$ cat config.mk
export PLATFORM = sky130hd
export DESIGN_NAME = sub64
export DESIGN_NICKNAME = d
export VERILOG_FILES = /design/src/rtl/sub64.sv
export SDC_FILE = /design/constraint.sdc
export NUM_CORES = 1
export LEC_CHECK = 0
export BUFFER_PORTS_ARGS = -buffer_cell sky130_fd_sc_hd__buf_2
export CAP_MARGIN = 20
export CELL_PAD_IN_SITES_DETAIL_PLACEMENT = 0
export CELL_PAD_IN_SITES_GLOBAL_PLACEMENT = 1
export CORE_ASPECT_RATIO = 1.4
export CORE_MARGIN = 1.5
export CORE_UTILIZATION = 37
export DETAILED_ROUTE_END_ITERATION = 8
export HOLD_SLACK_MARGIN = 0.06
export PLACE_DENSITY = 0.79
export SLEW_MARGIN = 0
export SYNTH_ARGS = -nofsm -noshare
export SYNTH_HDL_FRONTEND = slang
export SYNTH_HIERARCHICAL = 1
export SYNTH_SLANG_ARGS = --single-unit
$ cat constraint.sdc
create_clock -name clk -period 0.9 [get_ports clk]
set_input_delay 0.135 -clock clk [delete_from_list [all_inputs] [get_ports clk]]
set_output_delay 0.135 -clock clk [all_outputs]
set_load 0.01 [all_outputs]
$ cat src/rtl/sub64.sv
// sub64: registered 64-bit two's-complement subtractor (a - b) built as a
// ripple chain of full-adder cells, with a signed-overflow flag.
module sub64_fa (
    input  logic a_i,
    input  logic b_i,
    input  logic c_i,
    output logic s_o,
    output logic c_o
);
    assign s_o = a_i ^ b_i ^ c_i;
    assign c_o = (a_i & b_i) | (a_i & c_i) | (b_i & c_i);
endmodule

module sub64 (
    input  logic        clk,
    input  logic        rst_n,
    input  logic [63:0] a,
    input  logic [63:0] b,
    input  logic        in_valid,
    output logic [63:0] sum,
    output logic        of,
    output logic        out_valid
);
    logic [63:0] b_inv;
    logic [63:0] diff;
    logic [63:0] carry;
    logic        carry_out_unused;
    logic        of_next;

    logic [63:0] sum_q, sum_d;
    logic        of_q, of_d;
    logic        valid_q, valid_d;

    assign b_inv    = ~b;
    // Subtraction as a + ~b + 1: the +1 enters as the chain's carry-in.
    assign carry[0] = 1'b1;

    for (genvar i = 0; i < 64; i++) begin : g_chain
        if (i < 63) begin : g_mid
            sub64_fa u_fa (
                .a_i (a[i]),
                .b_i (b_inv[i]),
                .c_i (carry[i]),
                .s_o (diff[i]),
                .c_o (carry[i+1])
            );
        end else begin : g_top
            sub64_fa u_fa (
                .a_i (a[i]),
                .b_i (b_inv[i]),
                .c_i (carry[i]),
                .s_o (diff[i]),
                .c_o (carry_out_unused)
            );
        end
    end

    assign of_next = (a[63] != b[63]) && (diff[63] != a[63]);

    always_comb begin
        sum_d   = sum_q;
        of_d    = of_q;
        valid_d = 1'b0;
        if (in_valid) begin
            sum_d   = diff;
            of_d    = of_next;
            valid_d = 1'b1;
        end
    end

    always_ff @(posedge clk or negedge rst_n) begin
        if (!rst_n) begin
            sum_q   <= '0;
            of_q    <= 1'b0;
            valid_q <= 1'b0;
        end else begin
            sum_q   <= sum_d;
            of_q    <= of_d;
            valid_q <= valid_d;
        end
    end

    assign sum       = sum_q;
    assign of        = of_q;
    assign out_valid = valid_q;
endmodule

==> results.md, run 1 <==
* Post-Route WL at 9420 um
* Mean Syn Cell Area at 15.3 um2
* Setup violators final at 130
* Failing checks: setup timing
* WP buf/inv at 1
* Vias at 2812
* P_leak at about 3.2 nW
* Cell family with most CP delay: adder cells
* Design area at 6270 um2
* CP max-delay cell: fa_1
* Clock Root Buffer: clkbuf_16
* Highest metal used: met4
* Most common cell in the synthesized netlist: dfrtp_1
* Critical path class: in2reg
* Clock sink count at 66
* Worst hold path class: in2reg
* Req. time, crit path at approximately 1.2 ns
* Cell variety after synth at 12
* Sequential-to-total area share from yosys stat at 0.400
* DRC Markers at 0
* Clock transition at the registers of the reported paths at 0.06 ns
* Input/output buffers at 196
* DR iter-0 viols at 38
* Die Span Y at ~130 um
* WL met3 at between 600 and 700 um
* Total CTS buffers at 9
* Die X at ~90 um
* Ys Warns at 6
* Status: finished with violations
* Top_reg_cell synth: dfrtp_1
* TritonRoute pass-1 iters at 4
* Non-Filler Instances at 661
* Std-Cell Rows at 45
* CP arrival at 23.42 ns
* Max clock buf depth at 2
* Peak VDD IR at 1150 uV
* Critical Path Sink Type: flop
* Top cell type's share of synthesized area at 0.400
* Yosys reg bits at 66
* Cell taking the most area after synthesis: dfrtp_1
* Area added between synthesis and finish at 51.6%
* Final Hold Vio Count at 0
* CP Launch Type: primary input
* CTS tree: built
* Post-synthesis async set-or-reset flop share at 1.00
* Layout Skew at 0 ns
* EDFF count, synth at 0
* Antenna Cells at 0
* Unrepaired setup endpoints after global routing: yes
* Synth area leaders: dfrtp_1, fa_1, mux2_4, mux2_2, inv_1
* Initial core utilization at 0.380
* Synth cell count leaders: dfrtp_1, fa_1, inv_1, mux2_4, mux2_2
* Top cell by count, worst path: fa_2
* Max-slew violation count at 0
* Die area at 11800 um2
* Largest net degree at the start of global routing at 36
* Gr usage total at 0.167
* Initial antenna violation count at 0
* Post-DP HPWL at 7440 um
* Post-Syn Nets at roughly 470
* DP Area at 5470 um2
* Clock Latency Late Sink at 0.32 ns
* Vias per std cell at 4.25
* Final critical-path share of the clock period at 25.8
* First-pass GRT wire length at 15100 um
* Share of layout cells above drive strength 1 at 0.738
* Syn Inst Count at 270
* Core area at 10900 um2
* Htree depth at 3
* Antenna-violating nets left at 0
* DP Cell Count at 607
* Met2 WL at 5120 um
* Power per cell area at a little under 2000 nW/um2
* Layout Nets at 710
* Grt ovf at 0
* M1 wire length at ~3500 um
* Crit-path max FO at 2
* Routability congestion estimate at 0.798
* Worst path max stage delay at 0.47 ns
* Min cycle time layout at 23.18 ns
* Vias in the first global route at 3241
* Post-Syn Area at 4130 um2
* Final setup margin at -22.28 ns
* Post-DR wirelength/cell at around 14 um
* Ports at between 150 and 200
* Total of max-cap violations at 0
* Fmax at roughly 43 MHz
final cells by class:
cell class	instances	area, um2
multi-input combinational	133	2410
fill	931	4600
clock inverter	6	66.3
inverter	64	240
clock buffer	10	239
sequential	66	1650
timing repair buffer	241	1480
tap	141	176
cells in the final DEF, fill, tap and decap left out, types with 4 or more instances in the layout:
master,count
dfrtp_1,66
fa_2,63
clkbuf_16,9
inv_1,63
buf_2,177
buf_4,41
mux2_2,4
buf_6,19
mux2_4,60
routing by layer:
metal | up-vias | GRT usage
met5 | - | 0
met4 | 0 | 0.0462
met3 | 8 | 0.0445
met2 | 119 | 0.303
met1 | 1381 | 0.193
li1 | 1304 | -
cell families (layout without fill, tap and decap cells):
kind of cell	count (synthesis)	count (layout)	synth area share
multiplexers	64	64	0.209
adder cells (fa/ha/maj)	64	64	0.310
buffers and inverters	71	321	0.0742
flip-flops	66	66	0.400
AO/OA/AOI/OAI	1	1	0.00151
other	1	1	0.000907
AND/OR/NAND/NOR	3	3	0.00484
path summary, 6_finish.rpt:
path / endpoint / cells past startpoint / from / slack [ns]
max in group asynchronous: sum[31] / 3 / rst_n / 0.18
min reg2reg: sum[10] / 1 / sum[10] / 0.51
min: of / 3 / a[63] / 0.14
max reg2reg: sum[49] / 2 / sum[49] / 0
max: of / 67 / a[0] / -22.28
min in group asynchronous: sum[0] / 3 / rst_n / 0.33
tightest hold or removal path: cells and delay by family:
family / cells / cell delay, ns
AO/OA/AOI/OAI: 1 / 0.07
buffers and inverters: 1 / 0.11
AND/OR/NAND/NOR: 1 / 0.10
power by group:
group          switching (W)  internal, W  total [W]
registers           0.000420      0.00370    0.00412
logic                0.00173      0.00280    0.00453
clock network        0.00131      0.00222    0.00352
stage by stage:
step / TNS, ns / hold slack, ns / util / worst slack, ns / power [W]
after floorplan: -712.62 / -0.161 / - / -21.75 / 0.00609
after global placement: -742.00 / 0.122 / 0.504 / -22.48 / 0.00755
after detailed placement: -749.49 / 0.130 / 0.504 / -22.68 / 0.00772
after CTS: -730.93 / 0.134 / 0.564 / -22.33 / 0.0120
after global routing: -746.06 / 0.150 / 0.577 / -22.76 / 0.0129
final: -728.94 / 0.140 / 0.577 / -22.28 / 0.0122
sequential cells by signal (all words and copies together) (netlist names):
signal / cells
of: 1
out_valid: 1
sum: 64
what timing repair did:
item,in CTS,in global routing
hold buffers,1,0
cloned,0,0
hold endpoints to repair,66,0
buffers inserted,29,8
pin swaps,2,0
gates resized for setup,28,15
endpoints found under the setup margin,130,131
Note: power is estimated with default switching activity, not from simulation.
==> run 2: changes to the inputs <==
--- a/config.mk
+++ b/config.mk
@@ -15,6 +15,7 @@
 export DETAILED_ROUTE_END_ITERATION = 8
 export HOLD_SLACK_MARGIN = 0.06
 export PLACE_DENSITY = 0.79
+export SETUP_SLACK_MARGIN = 0.02
 export SLEW_MARGIN = 0
 export SYNTH_ARGS = -nofsm -noshare
 export SYNTH_HDL_FRONTEND = slang
==> run 2 against run 1 <==
Effect of this change: the run still ends with setup timing left; wire length hardly changed; cell count stayed put; setup slack hardly changed; sequential power hardly changed; via count hardly changed; critical path type unchanged; register-to-register slack hardly changed; die area stayed put; global-route usage stayed put; clock skew stayed put; clock-buffer cell count stayed put; clock power hardly changed.
==> results.md, run 2 (synthesis results as in run 1) <==
* Worst hold path class: in2reg
* Antenna Cells at 0 (unchanged)
* Commonest non-fill, non-tap cell in the layout: buf_2
* Post-DP HPWL at 7440 um (unchanged)
* Layout Nets at 710 (unchanged)
* Max clock buf depth at 2 (unchanged)
* DR iter-0 viols at 38 (unchanged)
* Clock sink count at 66 (unchanged)
* Req. time, crit path at 1.15 ns (about the same)
* Clock transition at the registers of the reported paths at 0.06 ns (about the same)
* Post-route setup TNS at -728.94 ns (-0.00300 ns)
* Grt ovf at 0 (unchanged)
* # fillers at 930 (-0.11%)
* Area added between synthesis and finish at 51.7% (about the same)
* Critical Path Sink Type: flop
* Initial core utilization at 0.380 (unchanged)
* Crit-path max FO at 2 (unchanged)
* Min cycle time layout at 23.18 ns (+0.000100 ns)
* Routability congestion estimate at 0.798 (unchanged)
* Post-Route WL at 9430 um (about the same)
* Gr usage total at 0.167 (unchanged)
* Final core occ at 0.577 (about the same)
* DRC Markers at 0 (unchanged)
* Die X at 92.3 um (unchanged)
* Setup violators final at 130 (unchanged)
* Total of max-cap violations at 0 (unchanged)
* Unrepaired setup endpoints after global routing: yes
* CTS tree: built
* Clock Latency Late Sink at 0.32 ns (about the same)
* Largest net degree at the start of global routing at 36 (unchanged)
* Status: finished with violations
* Clock Root Buffer: clkbuf_16
* TritonRoute pass-1 iters at 4 (unchanged)
* Peak VDD IR at 1150 uV (unchanged)
* Vias in the first global route at 3241 (unchanged)
* Ports at 197 (unchanged)
* Layout Skew at 0 ns (unchanged)
* CP Launch Type: primary input
* Max FFs per register at 64 (unchanged)
* Final Hold Vio Count at 0 (unchanged)
* CP arrival at 23.42 ns (about the same)
* Input/output buffers at 196 (unchanged)
* Total CTS buffers at 9 (unchanged)
* Critical path class: in2reg
* Die area at 11800 um2 (unchanged)
* Max-slew violation count at 0 (unchanged)
* Worst path max stage delay at 0.47 ns (about the same)
* Vias at 2814 (+0.071%)
* Initial antenna violation count at 0 (unchanged)
* Top cell by count, worst path: fa_2
* Vias per std cell at 4.26 (about the same)
* Most frequent cells in the layout: buf_2, dfrtp_1, inv_1, fa_2, mux2_4
* Final setup margin at -22.28 ns (-0.000100 ns)
* Htree depth at 3 (unchanged)
* Power per cell area at 1940 nW/um2 (about the same)
* Share of layout cells above drive strength 1 at 0.738 (unchanged)
* First-pass GRT wire length at 15100 um (unchanged)
* Die Span Y at 128 um (unchanged)
* Fmax at 43.1 MHz (unchanged)
* Std-Cell Rows at 45 (unchanged)
* Failing checks: setup timing
* Final critical-path share of the clock period at 25.8 (about the same)
* Core area at 10900 um2 (unchanged)
* Post-DR wirelength/cell at 14.3 um (about the same)
* P_leak at 3.23 nW (+0.13%)
* Antenna-violating nets left at 0 (unchanged)
* CP max-delay cell: fa_1
## run 2: cell count changes in the layout (fill, tap and decap cells not counted)
cell,delta
mux2_2,-1
mux2_4,+1
## run 2: power breakdown
part	leakage, nW	switching (W)	internal, W	total [W]
registers	0.772	0.000420	0.00370	0.00412
clock network	0.141	0.00131	0.00222	0.00352
logic	2.32	0.00173	0.00281	0.00454
total	3.23	0.00345	0.00873	0.0122
## run 2: worst max-delay path, delay by kind of cell
family                     cells  cell delay [ns]
AOI/OAI and AO/OA              1             0.15
buffers and inverters          1             0.10
and+or+nand+nor                1             0.36
adders and majority gates     64            22.67
## run 2: metal layers
| layer | vias to the layer above | global-route usage | part of all wire | wire length (um) |
|---|---|---|---|---|
| met1 | 1382 | 0.193 | 0.38 | 3550 |
| met2 | 119 | 0.303 | 0.54 | 5120 |
| li1 | 1305 | - | - | - |
| met5 | - | 0 | 0 | 0 |
| met3 | 8 | 0.0445 | 0.067 | 630 |
| met4 | 0 | 0.0462 | 0.013 | 125 |
## run 2: final timing paths
kind,slack (ns),from,cells past startpoint,end
max,-22.28,a[0],67,of
min,0.14,a[63],3,of
max reg2reg,0,sum[49],2,sum[49]
min reg2reg,0.51,sum[10],1,sum[10]
max in group asynchronous,0.18,rst_n,3,sum[31]
min in group asynchronous,0.33,rst_n,3,sum[0]
## run 2: timing repair
action / CTS / global route
gates cloned: 0 / 0
resized for setup: 29 / 15
endpoints found under the hold margin: 66 / 0
pin swaps: 2 / 0
setup buffers: 29 / 8
hold buffers: 1 / 0
setup endpoints to repair: 130 / 131
## run 2: through the flow
stage          setup WS (ns)  hold WS [ns]  area (um2)  instances  power, W
6_report              -22.28         0.140        6270        661    0.0122
5_1_grt               -22.76         0.150        6270        661    0.0129
4_1_cts               -22.33         0.134        6140        653    0.0120
3_5_place_dp          -22.68         0.130        5470        607   0.00772
3_3_place_gp          -22.48         0.122        5470        607   0.00755
2_1_floorplan         -21.75        -0.161        4290        270   0.00609
## run 2: layout make-up
class,instances,area [um2],area share
repair buffers,241,1480,0.236
well taps,141,176,0.0281
multi-input cells,133,2420,0.386
clock inverters,6,66.3,0.0106
clock buffers,10,239,0.0381
flip-flops and latches,66,1650,0.263
inverters,64,240,0.0383
==> run 3: changes to the inputs <==
--- a/config.mk
+++ b/config.mk
@@ -14,7 +14,7 @@
 export CORE_UTILIZATION = 37
 export DETAILED_ROUTE_END_ITERATION = 8
 export HOLD_SLACK_MARGIN = 0.06
-export PLACE_DENSITY = 0.79
+export PLACE_DENSITY_LB_ADDON = 0.15
 export SETUP_SLACK_MARGIN = 0.02
 export SLEW_MARGIN = 0
 export SYNTH_ARGS = -nofsm -noshare
==> run 3 against run 2 <==
Effect of this change: the run still ends with setup timing left; combinational power about the same; wire length is 0.18% lower; cell area is 0.42% higher; sequential share of layout area decreased by 0.11 points; sequential cell count stayed put; clock skew stayed put; clock-buffer cell count is 4 higher; first-iteration DRC count rose by 32%.
==> results.md, run 3 (synthesis results as in run 1) <==
* DP Cell Count at 607 (unchanged)
* Layout Skew at 0 ns (unchanged)
* Critical path class: in2reg
* Std-Cell Rows at 45 (unchanged)
* Power per cell area at 1930 nW/um2 (-0.46%)
* Reg area at 1650 um2 (unchanged)
* Post-DP HPWL at 7280 um (-2.2%)
* Clock Root Buffer: clkbuf_16
* Die area at 11800 um2 (unchanged)
* Antenna-violating nets left at 0 (unchanged)
* Fmax at 43.2 MHz (about the same)
* Initial core utilization at 0.380 (unchanged)
* Critical Path Sink Type: flop
* Crit-path max FO at 2 (unchanged)
* Cell family with most CP delay: adder cells
* Initial antenna violation count at 0 (unchanged)
* Die Span Y at 128 um (unchanged)
* Max clock buf depth at 2 (unchanged)
* Max FFs per register at 64 (unchanged)
* Post-DR wirelength/cell at 14.2 um (-0.48%)
* Most frequent cells in the layout: buf_2, dfrtp_1, inv_1
* Commonest non-fill, non-tap cell in the layout: buf_2
* Total CTS buffers at 9 (unchanged)
* DP Area at 5500 um2 (+0.50%)
* Clock Latency Late Sink at 0.32 ns (about the same)
* Setup violators final at 130 (unchanged)
* Input/output buffers at 196 (unchanged)
* Share of layout cells above drive strength 1 at 0.732 (-0.00666)
* Final Hold Vio Count at 0 (unchanged)
* Vias at 2867 (+1.9%)
* Final setup margin at -22.26 ns (+0.0171 ns)
* First-pass GRT wire length at 15200 um (+1.1%)
* Grt ovf at 0 (unchanged)
* Area of the multi-input gates at 2400 um2 (-0.78%)
* Ports at 197 (unchanged)
* Design area at 6300 um2 (+0.42%)
* Largest net degree at the start of global routing at 32 (-11%)
* TritonRoute pass-1 iters at 4 (unchanged)
* DR iter-0 viols at 50 (+32%)
* Worst path max stage delay at 0.44 ns (-0.03 ns)
* Unrepaired setup endpoints after global routing: yes
* CP arrival at 23.41 ns (about the same)
* WP buf/inv at 1 (unchanged)
* Min cycle time layout at 23.16 ns (-0.0171 ns)
* Die X at 92.3 um (unchanged)
* Final core occ at 0.579 (+0.00242)
* Routability congestion estimate at 0.720 (-9.7%)
* Non-Filler Instances at 663 (+0.30%)
* Max-slew violation count at 0 (unchanged)
* Clock sink count at 66 (unchanged)
* Htree depth at 3 (unchanged)
* Vias per std cell at 4.32 (+1.6%)
* Clock transition at the registers of the reported paths at 0.05 ns (about the same)
* Antenna Cells at 0 (unchanged)
* Failing checks: setup timing
* Worst hold path class: in2reg
* # fillers at 937 (+0.75%)
* Peak VDD IR at 883 uV (-23%)
* Post-Route WL at 9410 um (-0.18%)
* Core area at 10900 um2 (unchanged)
* Area added between synthesis and finish at 52.3%
* Vias in the first global route at 3258 (+0.52%)
* Total of max-cap violations at 0 (unchanged)
* Gr usage total at 0.170 (+0.00247)
* DRC Markers at 0 (unchanged)
* Final critical-path share of the clock period at 25.7 (about the same)
* CP max-delay cell: fa_1
* P_leak at 3.24 nW (+0.26%)
* CP Launch Type: primary input
* Top cell by count, worst path: fa_2
* CTS tree: built
* Req. time, crit path at 1.14 ns (about the same)
* Tot Pwr at 0.0122 W (about the same)
* Status: finished with violations
* Layout Nets at 712 (+0.28%)
## run 3: cell type report
cell class / count / area share
Timing Repair Buffer: 243 / 0.243
Clock inverter: 2 / 0.00556
Sequential cell: 66 / 0.262
Clock buffer: 14 / 0.0419
Multi-Input combinational cell: 133 / 0.381
Tap cell: 141 / 0.0280
Inverter: 64 / 0.0382
## run 3: power by group
group | leakage [nW] | internal, W | switching, W
registers | 0.772 | 0.00370 | 0.000416
logic | 2.32 | 0.00282 | 0.00173
clock network | 0.147 | 0.00229 | 0.00122
## run 3: path summary, 6_finish.rpt
check | start | cells after the start | to | slack (ns)
max in group asynchronous | rst_n | 3 | sum[10] | 0.22
min in group asynchronous | rst_n | 2 | sum[59] | 0.23
worst min-delay path | in_valid | 2 | out_valid | 0.20
worst max-delay path | a[0] | 67 | of | -22.26
worst max register to register | sum[34] | 2 | sum[34] | 0
worst min register to register | sum[61] | 1 | sum[61] | 0.50
## run 3: per-stage QoR
stage	worst slack (ns)	hold slack [ns]	setup TNS [ns]
final	-22.26	0.199	-727.72
after floorplan	-21.75	-0.161	-712.62
after CTS	-22.36	0.188	-731.53
after global routing	-22.79	0.190	-747.96
after detailed placement	-22.75	0.0168	-748.27
after global placement	-22.57	0.0158	-744.27
## run 3: routing by layer
metal  share of wire  up-vias  GRT usage
met4           0.012        0     0.0624
met5               0        -          0
met3           0.084        9     0.0546
met2            0.51      126      0.287
li1                -     1308          -
met1            0.39     1424      0.201
## run 3: timing repair
| item | 4_1_cts | 5_1_grt |
|---|---|---|
| hold endpoints to repair | 66 | 0 |
| hold buffers | 1 | 0 |
| gates resized for setup | 22 | 17 |
| pin swaps | 1 | 0 |
| setup endpoints to repair | 130 | 130 |
| setup buffers | 26 | 13 |
